<file path="src/rtl/oled_pkg.sv">
// oled_pkg: shared arbiter state encoding and SSD1306/I2C constants
package oled_pkg;
   typedef enum logic [1:0] {IDLE, GRANTED, BUSY} arb_state_t;
   localparam logic [7:0] OLED_CTRL_CMD       = 8'h00;
   localparam logic [7:0] OLED_CTRL_DATA      = 8'h40;
   localparam logic [6:0] OLED_I2C_ADDR       = 7'h3C;
   localparam int         OLED_TIMEOUT_CYCLES = 50000;
endpackage

</file>
<file path="src/rtl/oled_watchdog.sv">
// oled_watchdog: clearable up-counter; o_tc high while counting at LIMIT-1 (i_clk, i_rst_n, i_clr, i_en -> o_tc)
module oled_watchdog
   import oled_pkg::*;
#(
   parameter int LIMIT = OLED_TIMEOUT_CYCLES,
   parameter int W     = 16
) (
   input  logic i_clk,
   input  logic i_rst_n,
   input  logic i_clr,
   input  logic i_en,
   output logic o_tc
);
   logic [W-1:0] r_cnt;
   always_ff @(posedge i_clk or negedge i_rst_n)
      if (!i_rst_n) r_cnt <= '0;
      else r_cnt <= i_clr ? '0 : i_en ? r_cnt + W'(1) : r_cnt;
   assign o_tc = i_en && (r_cnt == W'(LIMIT - 1));
endmodule

</file>
<file path="src/rtl/oled_i2c_arb.sv">
// oled_i2c_arb: round-robin arbiter with locked bursts and watchdog for the OLED I2C write engine (2 requesters: req/lock/wr_en/addr/data in; gnt/req_done/err_timeout/reg_addr/reg_data/write_i2c_en out; i2c_done in)
module oled_i2c_arb
   import oled_pkg::*;
#(
   parameter int TIMEOUT_CYCLES = OLED_TIMEOUT_CYCLES,
   parameter int TMR_W          = 16
) (
   input  logic       i_clk,
   input  logic       i_rst_n,
   input  logic [1:0] i_req,
   input  logic [1:0] i_lock,
   input  logic [1:0] i_wr_en,
   input  logic [7:0] i_addr0,
   input  logic [7:0] i_data0,
   input  logic [7:0] i_addr1,
   input  logic [7:0] i_data1,
   output logic [1:0] o_gnt,
   output logic [1:0] o_req_done,
   output logic       o_err_timeout,
   output logic [7:0] o_reg_addr,
   output logic [7:0] o_reg_data,
   output logic       o_write_i2c_en,
   input  logic       i_i2c_done
);
   arb_state_t r_state;
   logic       r_own, r_rr;
   logic [1:0] r_gnt, r_done;
   logic [7:0] r_addr, r_data;
   logic       r_wr, r_err;
   logic       w_win, w_issue, w_tc;
   // a lone requester wins outright; rr pointer only breaks ties
   assign w_win   = (&i_req) ? r_rr : i_req[1];
   assign w_issue = (r_state == GRANTED) && i_wr_en[r_own];
   oled_watchdog #(.LIMIT(TIMEOUT_CYCLES), .W(TMR_W)) u_wdog (
      .i_clk  (i_clk),
      .i_rst_n(i_rst_n),
      .i_clr  (w_issue),
      .i_en   (r_state == BUSY),
      .o_tc   (w_tc)
   );
   always_ff @(posedge i_clk or negedge i_rst_n)
      if (!i_rst_n) begin
         r_state <= IDLE;
         r_own   <= 1'b0;
         r_rr    <= 1'b0;
         r_gnt   <= 2'b00;
         r_done  <= 2'b00;
         r_addr  <= 8'h00;
         r_data  <= 8'h00;
         r_wr    <= 1'b0;
         r_err   <= 1'b0;
      end else begin
         r_wr   <= 1'b0;
         r_done <= 2'b00;
         r_err  <= 1'b0;
         case (r_state)
            IDLE:
               if (|i_req) begin
                  r_own   <= w_win;
                  r_gnt   <= w_win ? 2'b10 : 2'b01;
                  r_state <= GRANTED;
               end
            GRANTED:
               if (w_issue) begin
                  r_addr  <= r_own ? i_addr1 : i_addr0;
                  r_data  <= r_own ? i_data1 : i_data0;
                  r_wr    <= 1'b1;
                  r_state <= BUSY;
               end else if (!i_req[r_own]) begin
                  r_gnt   <= 2'b00;
                  r_rr    <= ~r_own;
                  r_state <= IDLE;
               end
            BUSY:
               // completion takes priority over a coincident watchdog expiry
               if (i_i2c_done) begin
                  r_done <= r_gnt;
                  if (i_lock[r_own] && i_req[r_own]) r_state <= GRANTED;
                  else begin
                     r_gnt   <= 2'b00;
                     r_rr    <= ~r_own;
                     r_state <= IDLE;
                  end
               end else if (w_tc) begin
                  r_err   <= 1'b1;
                  r_gnt   <= 2'b00;
                  r_rr    <= ~r_own;
                  r_state <= IDLE;
               end
            default: r_state <= IDLE;
         endcase
      end
   assign o_gnt          = r_gnt;
   assign o_req_done     = r_done;
   assign o_err_timeout  = r_err;
   assign o_reg_addr     = r_addr;
   assign o_reg_data     = r_data;
   assign o_write_i2c_en = r_wr;
endmodule

</file>
<file path="config.mk">
export PLATFORM = sky130hd
export DESIGN_NAME = oled_i2c_arb
export DESIGN_NICKNAME = d
export VERILOG_FILES = /design/src/rtl/oled_pkg.sv /design/src/rtl/oled_watchdog.sv /design/src/rtl/oled_i2c_arb.sv
export SDC_FILE = /design/constraint.sdc
export NUM_CORES = 1
export LEC_CHECK = 0
export ABC_AREA = 1
export BUFFER_PORTS_ARGS = -buffer_cell sky130_fd_sc_hd__buf_2
export CORE_UTILIZATION = 45
export DETAILED_ROUTE_END_ITERATION = 16
export MAX_ROUTING_LAYER = met4
export PLACE_DENSITY = 0.76
export SKIP_LAST_GASP = 1
export SYNTH_ARGS = -nofsm -noshare
export SYNTH_HDL_FRONTEND = slang
export SYNTH_HIERARCHICAL = 1
export SYNTH_SLANG_ARGS = --single-unit
</file>
<file path="constraint.sdc">
create_clock -name i_clk -period 2.45 [get_ports i_clk]
set_clock_uncertainty 0.1 [all_clocks]
set_input_delay 0 -clock i_clk [delete_from_list [all_inputs] [get_ports i_clk]]
set_output_delay 0 -clock i_clk [all_outputs]
set_load 0.01 [all_outputs]
</file>
==> Word-level counts from Yosys, hierarchy flattened <==
Cells that the tools add are included.
{ "word_totals": {"input_bits": 41, "ff_bits": 42, "out_inout_bits": 22, "word_cells": 73} }
{ "op_classes": {"n_addsub": 1, "n_bitwise": 1, "n_lt_le_gt_ge": 1, "eq_ne": 9, "muxes": 37, "n_reduce_logical": 14} }
{ "ops": {"columns": ["op", "count"], "rows": [
  ["two-way mux 16 bit", 2],
  ["two-way mux 2 bit", 12],
  ["two-way mux 1 bit", 18],
  ["adder 16 x 1 -> 16 bit, second input constant", 1],
  ["== test 16 bit, second input constant", 1],
  ["two-way mux 8 bit", 2],
  ["case mux 2 bit (3 select lines)", 2],
  ["inequality test 2 bit, second input constant", 3],
  ["inequality test 3 bit, second input constant", 2],
  ["AND reduction 2 bit", 3],
  ["AND reduction 6 bit", 1],
  ["AND reduction 5 bit", 1],
  ["nonzero test 2 bit", 2],
  ["logical AND 1 bit", 3],
  ["inequality test 3 x 2 -> 1 bit, second input constant", 1],
  ["AND reduction 3 bit", 1],
  ["nonzero test 3 bit", 1],
  ["== test 2 x 1 -> 1 bit, second input constant", 1],
  ["== test 2 bit, second input constant", 1],
  ["zero test 2 bit", 1],
  ["< comparator 1 x 2 -> 1 bit, second input constant", 1],
  ["case mux 1 bit (2 select lines)", 1],
  ["OR reduction 2 bit", 1],
  ["inverter 1 bit", 1]
]} }

==> Longest topological paths before layout <==
Gate-level depths: netlist of run 1.
{ "depth": {"word_depth": 6, "mapped_depth": 14} }

==> Hierarchy <==
The synthesis of run 1 kept the hierarchy.
{ "modules_own_cells": {"columns": ["module", "cells_per_inst", "instances", "seq_area_each_um2", "area_each_um2"], "rows": [
  ["oled_i2c_arb", 166, 1, 650.6, 1360.1],
  ["oled_watchdog", 129, 1, 400.4, 947.2]
]} }

==> Least setup slack after synthesis of run 1 <==
No wires, ideal clock.
{ "synth_path": {"path_type": "flip-flop to flip-flop", "startpoint": "reg r_state[0]", "endpoint": "reg r_state[0]", "path_buffers": 0, "stages_incl_launch_ff": 12, "arrival_time_ns": 1.723, "required_ns": 2.233, "path_slack_ns": 0.510, "path_cell_list": "dfrtp_1 inv_1 ha_1 nand3_1 nor4_1 inv_1 nand3_1 nand2_1 nor2_2 inv_2 nand2_1 nand2_1"} }
{ "synth_via": {"elab_chain_len": 4, "word_cells_on_any_way": 11, "classes_between": "5 x eq/ne; 2 x mux; 4 x reduce/logical"} }
{ "synth_rtl": {"columns": ["item", "line_no", "text"], "rows": [
  ["start: declaration", "oled_i2c_arb.sv:25", "arb_state_t r_state;"],
  ["start signal: assignment", "oled_i2c_arb.sv:43", "r_state <= IDLE;"],
  ["start signal: assignment", "oled_i2c_arb.sv:61", "r_state <= GRANTED;"],
  ["start signal: assignment", "oled_i2c_arb.sv:68", "r_state <= BUSY;"],
  ["== test 2 bit", "oled_i2c_arb.sv:38", ".i_en (r_state == BUSY),"],
  ["logical AND 1 bit", "oled_watchdog.sv:18", "assign o_tc = i_en && (r_cnt == W'(LIMIT - 1));"],
  ["named net w_tc", "oled_i2c_arb.sv:30", "logic w_win, w_issue, w_tc;"],
  ["inequality test 3 bit (no line)", null, null],
  ["AND reduction 3 bit (no line)", null, null]
]} }
The timed path passes the listed nets, and every way through them passes these cells.
A chain may end at the register's enable or synchronous reset.

==> Worst setup path after layout of run 1 <==
{ "layout_path": {"startpoint": "reg r_state[1]", "endpoint": "reg r_addr[2] (netlist: o_reg_addr[2])"} }
{ "layout_via": {"elab_chain_len": 3} }
{ "layout_rtl": {"columns": ["item", "line_no", "text"], "rows": [
  ["== test 2 x 1 -> 1 bit *", "oled_i2c_arb.sv:33, oled_i2c_arb.sv:56", null],
  ["logical AND 1 bit", "oled_i2c_arb.sv:33", "assign w_issue = (r_state == GRANTED) && i_wr_en[r_own];"],
  ["AND reduction 2 bit (no line) *", null, null],
  ["end signal: assignment", "oled_i2c_arb.sv:65", "r_addr <= r_own ? i_addr1 : i_addr0;"],
  ["end: declaration", "oled_i2c_arb.sv:28", "logic [7:0] r_addr, r_data;"]
]} }
Mark *: on every way between the ends. The rest lies on a longest branch, timed or not.

==> impl_metrics.csv, run 1 <==
group,metric,value,unit
timing,min_period_over_period,91.3,%
timing,finalMaxSlewViolations,0,
grt,grt_pass1_wl,9960,µm
timing,fin_tns_setup,0,ns
grt,grt_pass1_vias,2291,
worst_setup_path,worstPathMaxFanout,34,
synthesis,synthArstFlopShare,100,%
worst_setup_path,crit_type,"register to register",
final_layout,fillCellCount,409,
placement,place_area,2670,µm²
synthesis,ys_seq_area_share,45.6,%
flow_run,maxCapViolations,0,
detailed_routing,ant_nets,0,
pwr,p_clk_share,18.2,%
floorplan,die_height,73.6,µm
grt,grt_max_degree,43,
clocking,cts_setup_buffers,0,
detailed_routing,wl_per_cell,12.1,µm
floorplan,initial_utilization,47.9,%
worst_setup_path,critPathLaunchType,"register",
detailed_routing,drtIter0Drc,97,
synthesis,netlist_area,2310,µm²
floorplan,row_count,25,
worst_setup_path,required,2.59,ns
clocking,cts_max_path_buffers,2,
synthesis,syn-num-nets,341,
worst_setup_path,max_stage_delay,0.58,ns
floorplan,core_area,4820,µm²
detailed_routing,first_pass_iters,4,
final_layout,drive_gt1_share,26.0,%
final_layout,seq_area,1050,µm²
synthesis,avgSynthCellArea,7.82,µm²
timing,setup_viol,0,
pwr,combPwrFrac,49.1,%
timing,hold_viol,0,
final_layout,multi_input_area,1080,µm²
clocking,clkTransAtPathRegs,0.09,ns
worst_setup_path,cp-end-kind,"register",
final_layout,stdcell_area,3140,µm²
hold_path,hold_class,"input pin to register",
worst_setup_path,path_cells,"inv_1 -> ha_1 -> nand2_2 -> inv_4 -> buf_6 -> nor2_1 -> a31oi_1 -> dlygate4sd3_1",
clocking,clkSinkCount,42,
placement,dp_cells,420,
pwr,leakagePower,1.60,nW
clocking,numCtsBuffers,5,
synthesis,synth_seq_cells,42,
timing,rsz0062_at_grt,"no",
grt,grt_use_total,24.7,%
detailed_routing,viasPerCell,4.88,
grt,grt_overflow,0,
final_layout,final_nets,441,
pwr,p_per_area,1020,nW/µm²
pwr,ir_worst_vdd,0.000705,V
detailed_routing,vias,2260,
clocking,clock_latency,0.31,ns
timing,max_freq,0.447,GHz
synthesis,ys_warn_count,6,
worst_setup_path,cp.arrival,2.38,ns
placement,io_buffers,62,
worst_setup_path,path_buf_inv,4,
floorplan,num_io_pins,63,
worst_setup_path,cp_slowest_cell,"dlygate4sd3_1",
floorplan,die_width,73.6,µm
placement,place_hpwl,3730,µm
grt,antenna_found_initial,0,
timing,tightest_slew,0.918,ns
synthesis,synth_ff_type,"dfrtp_1",
placement,routabilityCongestion,0.927,
final_layout,synthToLayoutAreaGrowth,36.1,%
final_layout,diodes,0,
detailed_routing,drc,0,
synthesis,synth-edff-count,0,
synthesis,synth_cells,295,
pwr,switching_share,39.3,%
clocking,cts-root-buf,"clkbuf_8",
detailed_routing,routed_wl,5620,µm
synthesis,yosys.cell_types.count,29,
timing,max_slew_margin,38.8,%
final_layout,stdcell_count,463,
run_status,outcome,"finished clean",
worst_setup_path,path_delay_family,"buffers and inverters",
clocking,cts_tree,"done",
pwr,p_int,1.94,mW
clocking,htreeDepth,2,
timing,fin_crit,2.24,ns
pwr,p_sw,1.26,mW
floorplan,design.die.area,5420,µm²
pwr,seqPwrFrac,32.8,%
timing,hold_ws,0.0194,ns
-- Yosys cell counts (2+ instances only) --
cell	number	share of area, %
inv_2	4	0.65
nor2_2	4	1.1
nor3b_1	2	0.65
a31oi_1	16	4.3
o21ai_0	7	1.5
inv_1	25	4.1
nand2_1	86	14
ha_1	5	2.7
buf_6	3	1.5
nor2_1	48	7.8
a21oi_1	5	1.1
nand2_4	5	2.4
nand4_1	2	0.54
dfrtp_1	42	46
nand3_1	13	2.8
nor3_1	2	0.43
nor2_4	4	2.0
buf_2	3	0.65
buf_4	2	0.65
nand2_2	7	1.9
o21bai_1	2	0.65
-- power groups by stage --
stage	Clock, mW	Combinational [mW]	Sequential (mW)
global route	0.614	1.76	1.08
finish	0.582	1.57	1.05
global placement	0	1.22	1.05
CTS	0.589	1.55	1.05
floorplan	0	0.871	1.09
detailed placement	0	1.26	1.06
-- flip-flops by register name, summed over array words and instances, names as in the netlist --
register        cells
u_wdog/r_cnt       16
o_reg_addr          8
o_reg_data          8
o_gnt               2
o_req_done          2
r_state             2
o_err_timeout       1
o_write_i2c_en      1
r_own               1
r_rr                1
-- final timing paths --
kind | slack (ns) | start | depth (start not counted) | endpoint
max | 0.21 | r_state[1] | 8 | o_reg_addr[2]
min | 0.02 | i_req[0] | 4 | r_own
max reg2reg | 0.21 | r_state[1] | 8 | o_reg_addr[2]
min reg2reg | 0.39 | o_gnt[0] | 2 | o_gnt[0]
max in group asynchronous | 1.36 | i_rst_n | 2 | r_own
min in group asynchronous | 0.27 | i_rst_n | 2 | o_reg_addr[5]
-- layer usage --
layer  track usage, %  up-vias  part of all wire, %
li1                 -     1130                    -
met1             27.5     1065                   44
met2             42.5       48                   50
met3             5.08       17                  3.3
met4             11.1        0                  2.9
met5                -        -                    0
-- cells in the final DEF, fill, tap and decap left out, types with 2 or more instances in the layout --
cell / n
a21oi_1: 5
a31oi_1: 16
buf_2: 62
buf_4: 3
clkbuf_8: 5
dfrtp_1: 41
dlygate4sd3_1: 35
ha_1: 5
inv_1: 25
inv_2: 4
nand2_1: 86
nand2_2: 7
nand2_4: 5
nand3_1: 13
nand4_1: 2
nor2_1: 48
nor2_2: 4
nor2_4: 4
nor3_1: 2
nor3b_1: 2
o21ai_0: 7
o21bai_1: 2
-- per-stage QoR --
step	setup WS (ns)	power [mW]	util, %
finish	0.214	3.20	65.2
global route	0.0467	3.46	65.2
CTS	0.155	3.18	65.1
detailed placement	0.482	2.32	55.4
global placement	0.622	2.27	55.4
floorplan	0.510	1.96	-
-- logic make-up (layout without fill, tap and decap cells) --
kind of cell / count (synthesis) / after routing / synth area share (%)
simple gates: 178 / 178 / 35.8
flops: 42 / 42 / 45.6
buf+inv: 38 / 139 / 7.75
compound gates: 31 / 31 / 7.81
fa+ha+maj: 5 / 5 / 2.71
xor+xnor: 1 / 1 / 0.380
-- worst min-delay path, stage by stage --
cell and delay [ns]:
buf_2 0.12, nor2_1 0.06, o21ai_0 0.13, o21ai_0 0.09
-- area by class of cell --
| cell class | count | share of cell area [%] |
|---|---|---|
| Clock buffer | 5 | 2.19 |
| Clock inverter | 3 | 1.55 |
| Inverter | 30 | 3.67 |
| Multi-Input combinational cell | 215 | 34.3 |
| Sequential cell | 42 | 33.5 |
| Tap cell | 67 | 2.67 |
| Timing Repair Buffer | 101 | 22.1 |
-- timing repair --
| action | 4_1_cts | 5_1_grt |
|---|---|---|
| hold endpoints to repair | 62 | 0 |
| resized for setup | 0 | 2 |
| hold buffers | 35 | 0 |
| setup endpoints to repair | 0 | 15 |
No activity file was read; power rests on OpenSTA's default activity.
==> inputs of run 2 (changes only) <==
--- a/config.mk
+++ b/config.mk
@@ -7,10 +7,10 @@
 export LEC_CHECK = 0
 export ABC_AREA = 1
 export BUFFER_PORTS_ARGS = -buffer_cell sky130_fd_sc_hd__buf_2
-export CORE_UTILIZATION = 45
+export CORE_UTILIZATION = 52
 export DETAILED_ROUTE_END_ITERATION = 16
 export MAX_ROUTING_LAYER = met4
-export PLACE_DENSITY = 0.76
+export PLACE_DENSITY = 0.79
 export SKIP_LAST_GASP = 1
 export SYNTH_ARGS = -nofsm -noshare
 export SYNTH_HDL_FRONTEND = slang
==> impl_metrics.csv, run 2 (same netlist as run 1, synthesis figures left out) <==
group,metric,value,unit
run_status,outcome,"finished clean",
clocking,clock_latency,0.30,ns
pwr,ir_worst_vdd,0.000758,V
worst_setup_path,crit_path_end,"o_reg_addr[4]",
grt,antenna_found_initial,0,
pwr,p_sw,1.23,mW
worst_setup_path,r2r-end,"o_reg_addr[4]",
detailed_routing,route.met2.wl,2850,µm
placement,place_area,2650,µm²
floorplan,num_io_pins,63,
detailed_routing,drtIter0Drc,126,
worst_setup_path,reg2reg_depth,8,
timing,max_freq,0.430,GHz
timing,tightest_slew,0.938,ns
worst_setup_path,required,2.58,ns
pwr,p_clk_share,17.4,%
grt,grt_pass1_wl,9290,µm
grt,grt_pass1_vias,2112,
worst_setup_path,r2r_slack,0.12,ns
flow_run,maxCapViolations,0,
floorplan,initial_utilization,56.1,%
clocking,clkTransAtPathRegs,0.08,ns
detailed_routing,drc,0,
timing,rsz0062_at_grt,"no",
detailed_routing,wl_per_cell,12.9,µm
detailed_routing,viasPerCell,5.08,
pwr,p_per_area,1030,nW/µm²
clocking,clkSinkCount,42,
placement,place_hpwl,3560,µm
detailed_routing,routed_wl,5720,µm
grt,grt_overflow,0,
floorplan,design.die.area,4710,µm²
detailed_routing,ant_nets,0,
timing,hold_viol,0,
floorplan,die_height,68.6,µm
worst_setup_path,critPathLaunchType,"register",
detailed_routing,met1_length,2350,µm
hold_path,hold_class,"input pin to register",
floorplan,row_count,23,
worst_setup_path,worstPathMaxFanout,24,
detailed_routing,first_pass_iters,4,
final_layout,mostFrequentLayoutCells,"nand2_1, buf_2, nor2_1, dfrtp_1, dlygate4sd3_1",
final_layout,regMostFlops,"u_wdog/r_cnt",
timing,max_slew_margin,37.4,%
pwr,switching_share,38.7,%
placement,routabilityCongestion,0.877,
detailed_routing,top_layer_used,"met4",
floorplan,core_area,4120,µm²
pwr,combPwrFrac,50.3,%
worst_setup_path,cp.arrival,2.46,ns
timing,finalMaxSlewViolations,0,
timing,fin_crit,2.33,ns
final_layout,drive_gt1_share,25.6,%
final_layout,final_common_cell,"nand2_1",
detailed_routing,wl_met3,284,µm
final_layout,largest_reg_flops,16,
worst_setup_path,max_stage_delay,0.62,ns
clocking,htreeDepth,2,
detailed_routing,vias,2256,
grt,grt_use_total,28.3,%
worst_setup_path,cp_slowest_cell,"dlygate4sd3_1",
worst_setup_path,crit_start,"r_state[1]",
timing,min_period_over_period,95.0,%
final_layout,synthToLayoutAreaGrowth,34.5,%
final_layout,stdcell_area,3100,µm²
grt,grt_max_degree,43,
clocking,numCtsBuffers,5,
clocking,cts_tree,"done",
pwr,seqPwrFrac,32.3,%
pwr,leakagePower,1.60,nW
worst_setup_path,crit_type,"register to register",
floorplan,die_width,68.6,µm
pwr,p_int,1.96,mW
timing,fin_tns_setup,0,ns
worst_setup_path,cp-end-kind,"register",
clocking,cts_max_path_buffers,2,
final_layout,diodes,0,
worst_setup_path,path_cells,"inv_1 -> ha_1 -> nand2_2 -> inv_4 -> buf_6 -> nor2_1 -> a31oi_1 -> dlygate4sd3_1",
final_layout,final_nets,440,
placement,io_buffers,62,
worst_setup_path,timing.rr.start,"r_state[1]",
clocking,cts-root-buf,"clkbuf_8",
timing,setup_viol,0,
==> run 2: cell types whose count changed in the layout (fill, tap and decap cells not counted) <==
cell,previous run,this run
inv_8,1,0
dfrtp_2,1,0
clkbuf_8,5,6
clkinvlp_4,1,0
dlygate4sd3_1,35,34
dfrtp_1,41,42
==> run 2: worst min path at each step <==
stage / endpoint / start / slack [ns] / cells past startpoint
6_report: r_own / i_req[1] / 0.03 / 3
5_1_grt: r_own / i_req[1] / 0.03 / 3
4_1_cts: r_own / i_req[1] / 0.02 / 3
2_1_floorplan: o_err_timeout / i_rst_n / -0.40 / 0
3_5_place_dp: o_reg_addr[7] / i_rst_n / 0.1 / 1
3_3_place_gp: o_reg_addr[7] / i_rst_n / 0.09 / 1
==> run 2: what timing repair did <==
item                                    CTS  global route
buffers inserted                          0             0
hold buffers                             34             0
resized for setup                         0             1
hold endpoints to repair                 61             0
endpoints found under the setup margin    0             2
==> run 2: routing by layer <==
layer / up-vias / track usage [%]
li1: 1124 / -
met5: - / -
met2: 75 / 47.3
met3: 22 / 6.74
met1: 1035 / 30.9
met4: 0 / 15.6
==> run 2: power groups by stage <==
stage / sequential [mW] / combinational, mW / clock [mW]
2_1_floorplan: 1.09 / 0.871 / 0
3_3_place_gp: 1.03 / 1.23 / 0
3_5_place_dp: 1.04 / 1.26 / 0
4_1_cts: 1.03 / 1.55 / 0.570
5_1_grt: 1.06 / 1.77 / 0.593
6_report: 1.03 / 1.60 / 0.556
==> run 2: critical path: cells and delay by family (launching register included) <==
family	cells	cell delay (ns)
adder cells (fa/ha/maj)	1	0.26
buffers and inverters	4	1.11
flip-flops	1	0.42
AND/OR/NAND/NOR	2	0.18
AO/OA/AOI/OAI	1	0.19
==> run 2: through the flow <==
stage | power (mW) | instances | hold WS, ns | util (%) | worst slack, ns
finish | 3.19 | 444 | 0.0278 | 75.4 | 0.122
detailed placement | 2.30 | 403 | 0.0993 | 64.3 | 0.539
CTS | 3.15 | 444 | 0.0211 | 75.3 | 0.200
global placement | 2.26 | 403 | 0.0946 | 64.3 | 0.613
floorplan | 1.96 | 295 | -0.396 | - | 0.510
global route | 3.42 | 444 | 0.0274 | 75.4 | 0.00338
==> run 2: cell type report <==
cell class,count,area (µm²)
fillers,299,1010
clock inverters,1,30.0
repair buffers,100,684
clock buffers,6,82.6
well taps,50,62.6
inverters,30,115
multi-input cells,215,1080
flip-flops and latches,42,1050
==> inputs of run 3 (changes only) <==
--- a/config.mk
+++ b/config.mk
@@ -5,13 +5,14 @@
 export SDC_FILE = /design/constraint.sdc
 export NUM_CORES = 1
 export LEC_CHECK = 0
-export ABC_AREA = 1
+export ABC_AREA = 0
 export BUFFER_PORTS_ARGS = -buffer_cell sky130_fd_sc_hd__buf_2
-export CORE_UTILIZATION = 52
+export CORE_UTILIZATION = 51
 export DETAILED_ROUTE_END_ITERATION = 16
 export MAX_ROUTING_LAYER = met4
 export PLACE_DENSITY = 0.79
 export SKIP_LAST_GASP = 1
+export SLEW_MARGIN = 40
 export SYNTH_ARGS = -nofsm -noshare
 export SYNTH_HDL_FRONTEND = slang
 export SYNTH_HIERARCHICAL = 1
==> impl_metrics.csv, run 3 <==
group,metric,value,unit
detailed_routing,drtIter0Drc,153,
synthesis,yosys.cell_types.count,41,
timing,max_slew_margin,65.0,%
timing,min_period_over_period,96.2,%
final_layout,drive_gt1_share,29.7,%
detailed_routing,route.met2.wl,3180,µm
placement,routabilityCongestion,0.851,
floorplan,core_area,4030,µm²
timing,hold_viol,0,
clocking,cts_max_path_buffers,2,
flow_run,maxCapViolations,0,
synthesis,syn-num-nets,255,
detailed_routing,routed_wl,5860,µm
pwr,leakagePower,1.50,nW
timing,fin_tns_setup,0,ns
grt,grt_pass1_wl,8870,µm
pwr,p_per_area,935,nW/µm²
detailed_routing,first_pass_iters,4,
grt,grt_use_total,28.4,%
synthesis,synth.most_common_cell,"dfrtp_1",
worst_setup_path,crit_path_end,"u_wdog/r_cnt[13]",
worst_setup_path,required,2.54,ns
final_layout,final_nets,358,
synthesis,synth_cells,209,
final_layout,mostFrequentLayoutCells,"buf_2, dfrtp_1, dlygate4sd3_1, nand2_1, o21ai_0",
grt,grt_max_degree,43,
worst_setup_path,crit_type,"register to register",
grt,antenna_found_initial,0,
final_layout,fillCellCount,273,
timing,setup_viol,0,
detailed_routing,met1_length,2240,µm
final_layout,diodes,0,
synthesis,synth-edff-count,0,
worst_setup_path,crit_start,"r_state[1]",
synthesis,synth_area_leaders,"dfrtp_1, mux2i_1, o21ai_0",
synthesis,synthAdderAreaFrac,2.90,%
worst_setup_path,r2r-end,"u_wdog/r_cnt[13]",
floorplan,row_count,23,
worst_setup_path,critPathLaunchType,"register",
clocking,clock_latency,0.30,ns
floorplan,die_height,67.1,µm
floorplan,num_io_pins,63,
grt,grt_pass1_vias,1919,
final_layout,synthToLayoutAreaGrowth,39.3,%
detailed_routing,wl_per_cell,16.2,µm
worst_setup_path,cp.arrival,2.44,ns
detailed_routing,viasPerCell,5.35,
timing,fin_crit,2.36,ns
detailed_routing,wl_met3,219,µm
worst_setup_path,worstPathMaxFanout,9,
final_layout,largest_reg_flops,16,
clocking,cts_tree,"done",
detailed_routing,drc,0,
clocking,clkTransAtPathRegs,0.08,ns
final_layout,regMostFlops,"u_wdog/r_cnt",
synthesis,synth_seq_cells,42,
worst_setup_path,r2r_slack,0.09,ns
clocking,clkSinkCount,42,
detailed_routing,ant_nets,0,
synthesis,ys_warn_count,6,
hold_path,hold_class,"input pin to async pin",
synthesis,synthMuxAreaShare,12.0,%
synthesis,synth_compound_area_share,9.44,%
timing,rsz0062_at_grt,"no",
detailed_routing,vias,1942,
timing,max_freq,0.424,GHz
pwr,ir_worst_vdd,0.000729,V
worst_setup_path,reg2reg_depth,8,
timing,tightest_slew,0.525,ns
timing,finalMaxSlewViolations,0,
clocking,cts-root-buf,"clkbuf_8",
synthesis,synth_top_area_share,48.6,%
synthesis,synth-xor-area-share,4.46,%
worst_setup_path,timing.rr.start,"r_state[1]",
synthesis,ys_seq_area_share,48.6,%
floorplan,initial_utilization,53.6,%
clocking,htreeDepth,2,
final_layout,final_common_cell,"buf_2",
synthesis,synth_top_family_by_area,"simple AND/OR/NAND/NOR gates",
placement,place_hpwl,3130,µm
synthesis,netlist_top_cells_count,"dfrtp_1, nand2_1, o21ai_0",
grt,grt_overflow,0,
synthesis,netlist_area,2160,µm²
detailed_routing,top_layer_used,"met4",
synthesis,synth_area_leader_cell,"dfrtp_1",
synthesis,synth_ff_type,"dfrtp_1",
clocking,numCtsBuffers,5,
floorplan,design.die.area,4500,µm²
worst_setup_path,cp-end-kind,"register",
synthesis,avgSynthCellArea,10.3,µm²
pwr,finalPower,2.81,mW
synthesis,yosys.area_share.simple,18.2,%
synthesis,synthArstFlopShare,100,%
run_status,outcome,"finished clean",
placement,io_buffers,62,
floorplan,die_width,67.1,µm
run 3: metal layers:
| layer | global-route usage, % | vias to the layer above |
|---|---|---|
| met5 | - | - |
| met4 | 14.6 | 0 |
| met3 | 5.99 | 21 |
| met2 | 47.9 | 73 |
| met1 | 31.5 | 916 |
| li1 | - | 932 |
run 3: worst min path at each step:
stage	start	end	slack [ns]	cells past startpoint
6_report	i_rst_n	u_wdog/r_cnt[0]	0.11	2
5_1_grt	i_rst_n	o_err_timeout	0.16	2
4_1_cts	i_wr_en[0]	r_rr	0.1	4
3_5_place_dp	i_rst_n	o_err_timeout	-0.09	1
3_3_place_gp	i_rst_n	u_wdog/r_cnt[2]	0.08	1
2_1_floorplan	i_rst_n	o_err_timeout	-0.40	0
run 3: worst max-delay path, cell delays in order, from the launching register on:
cell       delay (ns)
dfrtp_1          0.43
inv_1            0.11
ha_2             0.22
nand2_4          0.06
inv_1            0.12
o2111ai_4        0.21
nor4_2           0.48
nand3_1          0.17
mux2_1           0.35
run 3: layout make-up:
| cell class | instances | area, µm² | share of cell area (%) |
|---|---|---|---|
| clock buffer | 5 | 68.8 | 2.29 |
| clock inverter | 3 | 21.3 | 0.707 |
| inverter | 10 | 37.5 | 1.25 |
| multi-input combinational | 148 | 1050 | 34.7 |
| sequential | 42 | 1050 | 34.9 |
| tap | 50 | 62.6 | 2.08 |
| timing repair buffer | 105 | 723 | 24.0 |
run 3: per-stage QoR:
step,setup WS [ns],cells,hold WS [ns],cell area (µm²),util (%)
after floorplan,0.0186,209,-0.396,2180,-
after global placement,0.140,318,0.0763,2530,62.9
after detailed placement,0.0843,318,-0.0877,2540,63.0
after CTS,0.0698,361,0.0994,2980,73.9
after global routing,0.00213,363,0.156,3010,74.7
final,0.0922,363,0.111,3010,74.7
run 3: power breakdown:
group / internal, mW / switching [mW]
combinational: 0.616 / 0.720
sequential: 0.893 / 0.126
clock: 0.200 / 0.258
run 3: timing repair:
item | in CTS | in global routing
endpoints found under the setup margin | 0 | 5
hold buffers | 35 | 0
setup buffers | 0 | 2
resized for setup | 0 | 4
endpoints found under the hold margin | 62 | 0
run 3: cells by family after synthesis:
family / after synthesis
buffers and inverters: 19
adder cells (fa/ha/maj): 5
multiplexers: 25
flip-flops: 42
AO/OA/AOI/OAI: 32
XOR/XNOR: 11
AND/OR/NAND/NOR: 75
